## src/rtl/uart_pkg.sv

```systemverilog
// rtl/uart_pkg.sv - shared encodings, receiver state enum and oversample divisor helper
package uart_pkg;

    localparam int unsigned OVERSAMPLE = 16;

    typedef enum logic [1:0] {
        BD_1200 = 2'b00,
        BD_2400 = 2'b01,
        BD_4800 = 2'b10,
        BD_9600 = 2'b11
    } bd_sel_e;

    typedef enum logic [1:0] {
        PRTY_NONE     = 2'b00,
        PRTY_ODD      = 2'b01,
        PRTY_EVEN     = 2'b10,
        PRTY_NONE_ALT = 2'b11
    } prty_sel_e;

    typedef enum logic [2:0] {
        IDLE,
        START,
        DATA,
        PARITY,
        STOP,
        BREAK_WAIT
    } rx_state_e;

    typedef struct packed {
        bd_sel_e   bd;
        prty_sel_e prty;
        logic      stop2;
        logic      dbit8;
    } rx_cfg_t;

    // Clocks per oversample tick: CLK / (16 x baud), baud = 1200 << bd.
    function automatic int unsigned os_divisor(input logic [1:0] bd, input int unsigned clk_hz);
        return clk_hz / (OVERSAMPLE * (32'd1200 << bd));
    endfunction

endpackage

```

## src/rtl/uart_rx_if.sv

```systemverilog
// rtl/uart_rx_if.sv - serial line, frame configuration and received-word bundle for uart_rx
interface uart_rx_if;

    logic       data_in_Rx;
    logic [1:0] bd_sel;
    logic [1:0] prty_sel;
    logic       stop_sel;
    logic       data_bit_sel;

    logic [7:0] data_out;
    logic       data_valid;
    logic       parity_err;
    logic       frame_err;
    logic       busy;

    modport master (
        output data_in_Rx, bd_sel, prty_sel, stop_sel, data_bit_sel,
        input  data_out, data_valid, parity_err, frame_err, busy
    );

    modport slave (
        input  data_in_Rx, bd_sel, prty_sel, stop_sel, data_bit_sel,
        output data_out, data_valid, parity_err, frame_err, busy
    );

endinterface

```

## src/rtl/uart_rx_baud_gen.sv

```systemverilog
// rtl/uart_rx_baud_gen.sv - oversample tick generator with selectable divisor and restart
module uart_rx_baud_gen
    import uart_pkg::*;
#(
    parameter int unsigned CLK_FREQ_HZ = 1_843_200
) (
    input  logic       clk,
    input  logic       rst,
    input  logic       restart_i,
    input  logic [1:0] bd_sel_i,
    output logic       tick_o
);

    localparam int unsigned MAX_DIV = os_divisor(2'b00, CLK_FREQ_HZ);
    localparam int CNT_W = (MAX_DIV > 1) ? $clog2(MAX_DIV) : 1;

    localparam logic [CNT_W-1:0] LAST_1200 = CNT_W'(os_divisor(2'b00, CLK_FREQ_HZ) - 1);
    localparam logic [CNT_W-1:0] LAST_2400 = CNT_W'(os_divisor(2'b01, CLK_FREQ_HZ) - 1);
    localparam logic [CNT_W-1:0] LAST_4800 = CNT_W'(os_divisor(2'b10, CLK_FREQ_HZ) - 1);
    localparam logic [CNT_W-1:0] LAST_9600 = CNT_W'(os_divisor(2'b11, CLK_FREQ_HZ) - 1);

    logic [CNT_W-1:0] cnt_q;
    logic [CNT_W-1:0] cnt_d;
    logic [CNT_W-1:0] last_cnt;

    always_comb begin
        last_cnt = LAST_1200;
        case (bd_sel_i)
            2'b00:   last_cnt = LAST_1200;
            2'b01:   last_cnt = LAST_2400;
            2'b10:   last_cnt = LAST_4800;
            default: last_cnt = LAST_9600;
        endcase
    end

    assign tick_o = (cnt_q == last_cnt);

    always_comb begin
        cnt_d = cnt_q + 1'b1;
        if (restart_i || tick_o) begin
            cnt_d = '0;
        end
    end

    always_ff @(posedge clk) begin
        if (!rst) begin
            cnt_q <= '0;
        end else begin
            cnt_q <= cnt_d;
        end
    end

endmodule

```

## src/rtl/uart_rx.sv

```systemverilog
// rtl/uart_rx.sv - 16x oversampling UART receiver with parity, framing and break handling
module uart_rx
    import uart_pkg::*;
#(
    parameter int unsigned CLK_FREQ_HZ = 1_843_200,
    parameter int unsigned OVERSAMPLE  = 16
) (
    input  logic     clk,
    input  logic     rst,
    uart_rx_if.slave rx_if
);

    localparam int SMP_W = $clog2(OVERSAMPLE);
    localparam logic [SMP_W-1:0] SMP_MID  = SMP_W'(OVERSAMPLE / 2 - 1);
    localparam logic [SMP_W-1:0] SMP_LAST = SMP_W'(OVERSAMPLE - 1);

    logic [1:0]       sync_q;
    logic             rx_prev_q;
    rx_state_e        state_q;
    rx_cfg_t          cfg_q;
    logic [SMP_W-1:0] smp_q;
    logic [2:0]       bit_q;
    logic             stop_q;
    logic [7:0]       sh_q;
    logic             pe_q;
    logic             fe_q;
    logic [7:0]       data_out_q;
    logic             data_valid_q;
    logic             parity_err_q;
    logic             frame_err_q;
    logic             busy_q;

    logic       rx_s;
    logic       tick;
    logic       start_edge;
    logic       restart;
    logic       mid_bit;
    logic       parity_en;
    logic       exp_parity;
    logic       fe_now;
    logic [2:0] last_bit;
    logic [7:0] rx_word;
    rx_cfg_t    cfg_in;

    assign rx_s       = sync_q[1];
    assign start_edge = rx_prev_q & ~rx_s;
    assign restart    = (state_q == IDLE) && start_edge;
    assign mid_bit    = tick && (smp_q == SMP_MID);

    assign cfg_in = '{bd:    bd_sel_e'(rx_if.bd_sel),
                      prty:  prty_sel_e'(rx_if.prty_sel),
                      stop2: rx_if.stop_sel,
                      dbit8: rx_if.data_bit_sel};

    // 7-bit words land in sh_q[7:1] because bits shift in from the top.
    assign rx_word    = cfg_q.dbit8 ? sh_q : {1'b0, sh_q[7:1]};
    assign last_bit   = cfg_q.dbit8 ? 3'd7 : 3'd6;
    assign parity_en  = (cfg_q.prty == PRTY_ODD) || (cfg_q.prty == PRTY_EVEN);
    assign exp_parity = (^rx_word) ^ (cfg_q.prty == PRTY_ODD);
    assign fe_now     = fe_q | ~rx_s;

    uart_rx_baud_gen #(
        .CLK_FREQ_HZ (CLK_FREQ_HZ)
    ) u_baud_gen (
        .clk       (clk),
        .rst       (rst),
        .restart_i (restart),
        .bd_sel_i  (cfg_q.bd),
        .tick_o    (tick)
    );

    always_ff @(posedge clk) begin
        if (!rst) begin
            sync_q       <= 2'b11;
            rx_prev_q    <= 1'b1;
            state_q      <= IDLE;
            cfg_q        <= '0;
            smp_q        <= '0;
            bit_q        <= '0;
            stop_q       <= 1'b0;
            sh_q         <= '0;
            pe_q         <= 1'b0;
            fe_q         <= 1'b0;
            data_out_q   <= '0;
            data_valid_q <= 1'b0;
            parity_err_q <= 1'b0;
            frame_err_q  <= 1'b0;
            busy_q       <= 1'b0;
        end else begin
            sync_q       <= {sync_q[0], rx_if.data_in_Rx};
            rx_prev_q    <= rx_s;
            data_valid_q <= 1'b0;
            if (tick) begin
                smp_q <= (smp_q == SMP_LAST) ? '0 : smp_q + 1'b1;
            end

            case (state_q)
                IDLE: begin
                    if (start_edge) begin
                        state_q <= START;
                        busy_q  <= 1'b1;
                        cfg_q   <= cfg_in;
                        smp_q   <= '0;
                        bit_q   <= '0;
                        stop_q  <= 1'b0;
                        pe_q    <= 1'b0;
                        fe_q    <= 1'b0;
                    end
                end
                START: begin
                    if (mid_bit) begin
                        if (rx_s) begin
                            state_q <= IDLE;
                            busy_q  <= 1'b0;
                        end else begin
                            state_q <= DATA;
                        end
                    end
                end
                DATA: begin
                    if (mid_bit) begin
                        sh_q <= {rx_s, sh_q[7:1]};
                        if (bit_q == last_bit) begin
                            state_q <= parity_en ? PARITY : STOP;
                        end else begin
                            bit_q <= bit_q + 3'd1;
                        end
                    end
                end
                PARITY: begin
                    if (mid_bit) begin
                        pe_q    <= (rx_s != exp_parity);
                        state_q <= STOP;
                    end
                end
                STOP: begin
                    if (mid_bit) begin
                        if (cfg_q.stop2 && !stop_q) begin
                            stop_q <= 1'b1;
                            fe_q   <= fe_now;
                        end else begin
                            data_out_q   <= rx_word;
                            data_valid_q <= 1'b1;
                            parity_err_q <= pe_q;
                            frame_err_q  <= fe_now;
                            // A low line at a failed stop is a break: hold off until it releases.
                            if (fe_now && !rx_s) begin
                                state_q <= BREAK_WAIT;
                            end else begin
                                state_q <= IDLE;
                                busy_q  <= 1'b0;
                            end
                        end
                    end
                end
                BREAK_WAIT: begin
                    if (rx_s) begin
                        state_q <= IDLE;
                        busy_q  <= 1'b0;
                    end
                end
                default: begin
                    state_q <= IDLE;
                    busy_q  <= 1'b0;
                end
            endcase
        end
    end

    assign rx_if.data_out   = data_out_q;
    assign rx_if.data_valid = data_valid_q;
    assign rx_if.parity_err = parity_err_q;
    assign rx_if.frame_err  = frame_err_q;
    assign rx_if.busy       = busy_q;

endmodule

```

## src/flat_wrapper.sv

```systemverilog
// flat-port wrapper written by rule: the top's interface ports become plain ports
module uart_rx_flat import uart_pkg::*;
#(
    parameter int unsigned CLK_FREQ_HZ = 1_843_200,
    parameter int unsigned OVERSAMPLE  = 16
)
  (clk, rst, rx_if_data_in_Rx, rx_if_bd_sel, rx_if_prty_sel, rx_if_stop_sel, rx_if_data_bit_sel, rx_if_data_out, rx_if_data_valid, rx_if_parity_err, rx_if_frame_err, rx_if_busy);
  uart_rx_if rx_if_i ();
  input  logic clk;
  input  logic rst;
  input wire logic [$bits(rx_if_i.data_in_Rx)-1:0] rx_if_data_in_Rx;
  input wire logic [$bits(rx_if_i.bd_sel)-1:0] rx_if_bd_sel;
  input wire logic [$bits(rx_if_i.prty_sel)-1:0] rx_if_prty_sel;
  input wire logic [$bits(rx_if_i.stop_sel)-1:0] rx_if_stop_sel;
  input wire logic [$bits(rx_if_i.data_bit_sel)-1:0] rx_if_data_bit_sel;
  output wire logic [$bits(rx_if_i.data_out)-1:0] rx_if_data_out;
  output wire logic [$bits(rx_if_i.data_valid)-1:0] rx_if_data_valid;
  output wire logic [$bits(rx_if_i.parity_err)-1:0] rx_if_parity_err;
  output wire logic [$bits(rx_if_i.frame_err)-1:0] rx_if_frame_err;
  output wire logic [$bits(rx_if_i.busy)-1:0] rx_if_busy;
  assign rx_if_i.data_in_Rx = rx_if_data_in_Rx;
  assign rx_if_i.bd_sel = rx_if_bd_sel;
  assign rx_if_i.prty_sel = rx_if_prty_sel;
  assign rx_if_i.stop_sel = rx_if_stop_sel;
  assign rx_if_i.data_bit_sel = rx_if_data_bit_sel;
  assign rx_if_data_out = rx_if_i.data_out;
  assign rx_if_data_valid = rx_if_i.data_valid;
  assign rx_if_parity_err = rx_if_i.parity_err;
  assign rx_if_frame_err = rx_if_i.frame_err;
  assign rx_if_busy = rx_if_i.busy;
  uart_rx #(.CLK_FREQ_HZ(CLK_FREQ_HZ), .OVERSAMPLE(OVERSAMPLE)) u_core (.clk(clk), .rst(rst), .rx_if(rx_if_i));
endmodule
```

## config.mk

```make
export PLATFORM = sky130hd
export DESIGN_NAME = uart_rx_flat
export DESIGN_NICKNAME = d
export VERILOG_FILES = /design/src/rtl/uart_pkg.sv /design/src/rtl/uart_rx_if.sv /design/src/rtl/uart_rx_baud_gen.sv /design/src/rtl/uart_rx.sv /design/src/flat_wrapper.sv
export SDC_FILE = /design/constraint.sdc
export NUM_CORES = 1
export LEC_CHECK = 0
export CORE_MARGIN = 2
export CORE_UTILIZATION = 51
export CTS_CLUSTER_DIAMETER = 60
export DETAILED_ROUTE_END_ITERATION = 7
export MAX_ROUTING_LAYER = met4
export PLACE_DENSITY_LB_ADDON = 0.08
export SLEW_MARGIN = 10
export SYNTH_ARGS = -nofsm -noshare
export SYNTH_HDL_FRONTEND = slang
export SYNTH_HIERARCHICAL = 1
export SYNTH_SLANG_ARGS = --single-unit
```

## constraint.sdc

```tcl
create_clock -name clk -period 2.65 [get_ports clk]
set_clock_uncertainty 0.1 [all_clocks]
set_input_delay 0.53 -clock clk [delete_from_list [all_inputs] [get_ports clk]]
set_output_delay 0.53 -clock clk [all_outputs]
set_load 0.01 [all_outputs]
```

==> impl_results.md <==
* Status: complete, no violations
* Syn avg cell area at a little over 9 sq um
* Switching share of power at between 20 and 30%
* Initial DRC count at around 130
* Die Span Y at 72.6 um
* Initial Util at 54.0%
* DRC Markers at 0
* Reg clk slew, reported paths at 0.09 ns
* H-tree depth at 2
* Crit. End Element: register
* Mapped Cells at between 200 and 300
* Yosys synthesis warning count at 6
* Setup violations, final at 0
* Crit path DAT at 2.58 ns
* Pre-Repair DR Iteration Count at 4
* Inst Count DP at about 330
* Commonest non-fill, non-tap cells in the layout: 46 x dfxtp_1, 43 x nor2_1, 24 x mux2i_1
* Io pins at 21
* Hold Fails Final Rpt at 0
* Fin crit share at 94.3%
* Fmax at 400 MHz
* Sequential share of power at roughly 54%
* Synth Cell Area at between 2000 and 2500 sq um
* RSZ-0062 raised after global routing: false
* Startpoint types: register
* Routed Antenna Nets at 0
* # hold bufs at CTS at 0
* Dpl hpwl at 3230 um
* Share of cells above drive strength 1 at 12.0%
* Reg2Reg Depth at 7
* Post-Syn Nets at 271
* Synth-to-Final Area Change at 14.9%
* Post-synth top flop: dfxtp_1
* CTS tree: built
* Leakage at ~0.0011 uW
* Gate power share at a little under a fifth
* Clk pwr share at between 20% and 30%
* Setup TNS at 0 ns
* Layout Cells excl Fill at 335
* Worst Setup SP: u_core/cfg_q[4]$_SDFFE_PN0P_
* Required time of the critical path at between 2 and 3 ns
* NumNets Final at 295
* Via/cell ratio at around 5.5
* # Post-CTS Setup Buffers at 0
* Routed met1 length at approximately 2300 um
* Worst Setup EP: u_core/state_q[2]$_SDFFE_PN0P_
* Sw Pwr at between 400 and 500 uW
* Root Driver: clkbuf_8
* First-pass GRT wire length at roughly 7800 um
* GR Util All Layers at between 10% and 20%
* HP Class: reg -> reg
* Largest net degree at the start of global routing at 19
* Clock Latency Late Sink at about 0.3 ns
* Post-Route WL at roughly 4500 um
* Routed WL per cell at 13.3 um
* Most common cell after layout, fill and taps aside: dfxtp_1
* FF-to-FF setup slack at between 0.15 and 0.2 ns
* Port Buffers at 20
* Slew Viols, Final at 0
* Peak VDD IR at 0.352 mV
* Post-synth EDFFs at 0
* R2r startpoint: u_core/cfg_q[4]$_SDFFE_PN0P_
* Slew @ Worst Pin at 0.579 ns
* Async S/R FF share, synth at 0%
* Ant. Diodes at 0
* Die W at 72.6 um
* Max-cap violations at 0
* Max Used Layer: met4
* Finished Core Util at 62.0%
* Crit path max fanout at 7
* Vias in the first global route at roughly 1.6k
* Rel. slew slack at about three fifths
* Core Region at 4440 sq um
* P per Cell Area at about 560 nW/um^2
* Post-synthesis sequential area ratio at between 40% and 50%
* Total CTS buffers at 5
* Rows at 24
* Antenna violations before repair at 0
* Clock Sinks at 49
* Post-synthesis register bit count at roughly 50
* Hold_ws at between 0.3 and 0.4 ns
* Met3 routed WL at approximately 170 um
* Die area at 5270 sq um
* Synth cell types at just under 50
* Met2 WL at ~1900 um
* Gpl congestion at around 0.83
* Reg2reg end: u_core/state_q[2]$_SDFFE_PN0P_
* Crit path time final at between 2 and 2.5 ns
* P_int at 1090 uW
* Via count at roughly 1.8k
* Worst Path Class, Setup: reg -> reg
* Grt total ovfl at 0
* CTS max path bufs at 2
## metal layers
layer,GRT usage [%],vias up
met5,-,-
met4,7.20,0
met3,4.28,8
met2,26.7,30
met1,27.6,832
li1,-,956
## worst min path at each step
stage,from,end,slack (ns),cells after the start
floorplan,u_core/sync_q[0]$_SDFF_PN1_,u_core/sync_q[1]$_SDFF_PN1_,0.29,1
global placement,u_core/sync_q[0]$_SDFF_PN1_,u_core/sync_q[1]$_SDFF_PN1_,0.29,1
detailed placement,u_core/sync_q[0]$_SDFF_PN1_,u_core/sync_q[1]$_SDFF_PN1_,0.30,1
CTS,u_core/sync_q[0]$_SDFF_PN1_,u_core/sync_q[1]$_SDFF_PN1_,0.32,1
global route,u_core/sync_q[0]$_SDFF_PN1_,u_core/sync_q[1]$_SDFF_PN1_,0.35,1
finish,u_core/sync_q[0]$_SDFF_PN1_,u_core/sync_q[1]$_SDFF_PN1_,0.32,1
## kinds of logic (layout without fill, tap and decap cells)
family	Yosys count	in the layout	synth area share, %
buf+inv	23	48	5.11
flops	49	49	40.9
mux	25	25	10.5
simple gates	95	95	18.9
xor+xnor	16	16	6.42
compound gates	46	46	16.1
fa+ha+maj	4	4	2.09
## through the flow
stage	total power [uW]	worst slack [ns]	cell area [sq um]
global placement	1120	0.138	2660
detailed placement	1120	0.0357	2660
CTS	1550	0.0507	2740
global route	1630	0.0172	2760
finish	1540	0.151	2760
floorplan	1060	-0.0439	2400
## registers in the layout (all words and copies together), names as in the netlist
register / flops
u_core/bit_q: 3
u_core/cfg_q: 6
u_core/fe_q: 1
u_core/pe_q: 1
u_core/rx_if.busy: 1
u_core/rx_if.data_out: 8
u_core/rx_if.data_valid: 1
u_core/rx_if.frame_err: 1
u_core/rx_if.parity_err: 1
u_core/rx_prev_q: 1
u_core/sh_q: 8
u_core/smp_q: 4
u_core/state_q: 3
u_core/stop_q: 1
u_core/sync_q: 2
u_core/u_baud_gen/cnt_q: 7
## critical path: stages, from the launching register on
cell and delay, ns:
dfxtp_2 0.37, xnor2_1 0.13, or3_4 0.35, a221oi_4 0.29, and4b_2 0.30, a21oi_1 0.10
a311o_1 0.38, o311a_1 0.36
## synth_stat cells, types with 3 or more instances
| cell type | instances | area, sq um |
|---|---|---|
| clkbuf_1 | 5 | 18.8 |
| dfxtp_1 | 49 | 981 |
| inv_1 | 8 | 30.0 |
| xor2_1 | 4 | 35.0 |
| o21ai_1 | 3 | 15.0 |
| nor2_1 | 43 | 161 |
| ha_1 | 4 | 50.1 |
| xnor2_1 | 11 | 96.3 |
| a21oi_1 | 14 | 70.1 |
| nand2b_1 | 9 | 56.3 |
| mux2i_1 | 24 | 240 |
| nor3_1 | 7 | 35.0 |
| buf_4 | 5 | 37.5 |
| nand3_1 | 9 | 45.0 |
| nand2_1 | 13 | 48.8 |
| a211oi_1 | 7 | 52.6 |
## power groups by stage
stage               Sequential, uW  Clock (uW)  Combinational, uW
floorplan                      822           0                237
global placement               844           0                275
detailed placement             845           0                279
CTS                            827         445                281
global route                   836         486                305
finish                         828         429                280
## cell type report
cell class	instances	area [sq um]
fill	387	1690
multi-input combinational	186	1300
sequential	49	985
timing repair buffer	31	283
clock buffer	5	68.8
tap	52	65.1
inverter	9	33.8
clock inverter	3	17.5
## what timing repair did
| action | CTS | global route |
|---|---|---|
| setup endpoints to repair | 1 | 15 |
| gates resized for setup | 0 | 5 |
| pin swaps | 1 | 0 |
No activity file was read; power rests on OpenSTA's default activity.
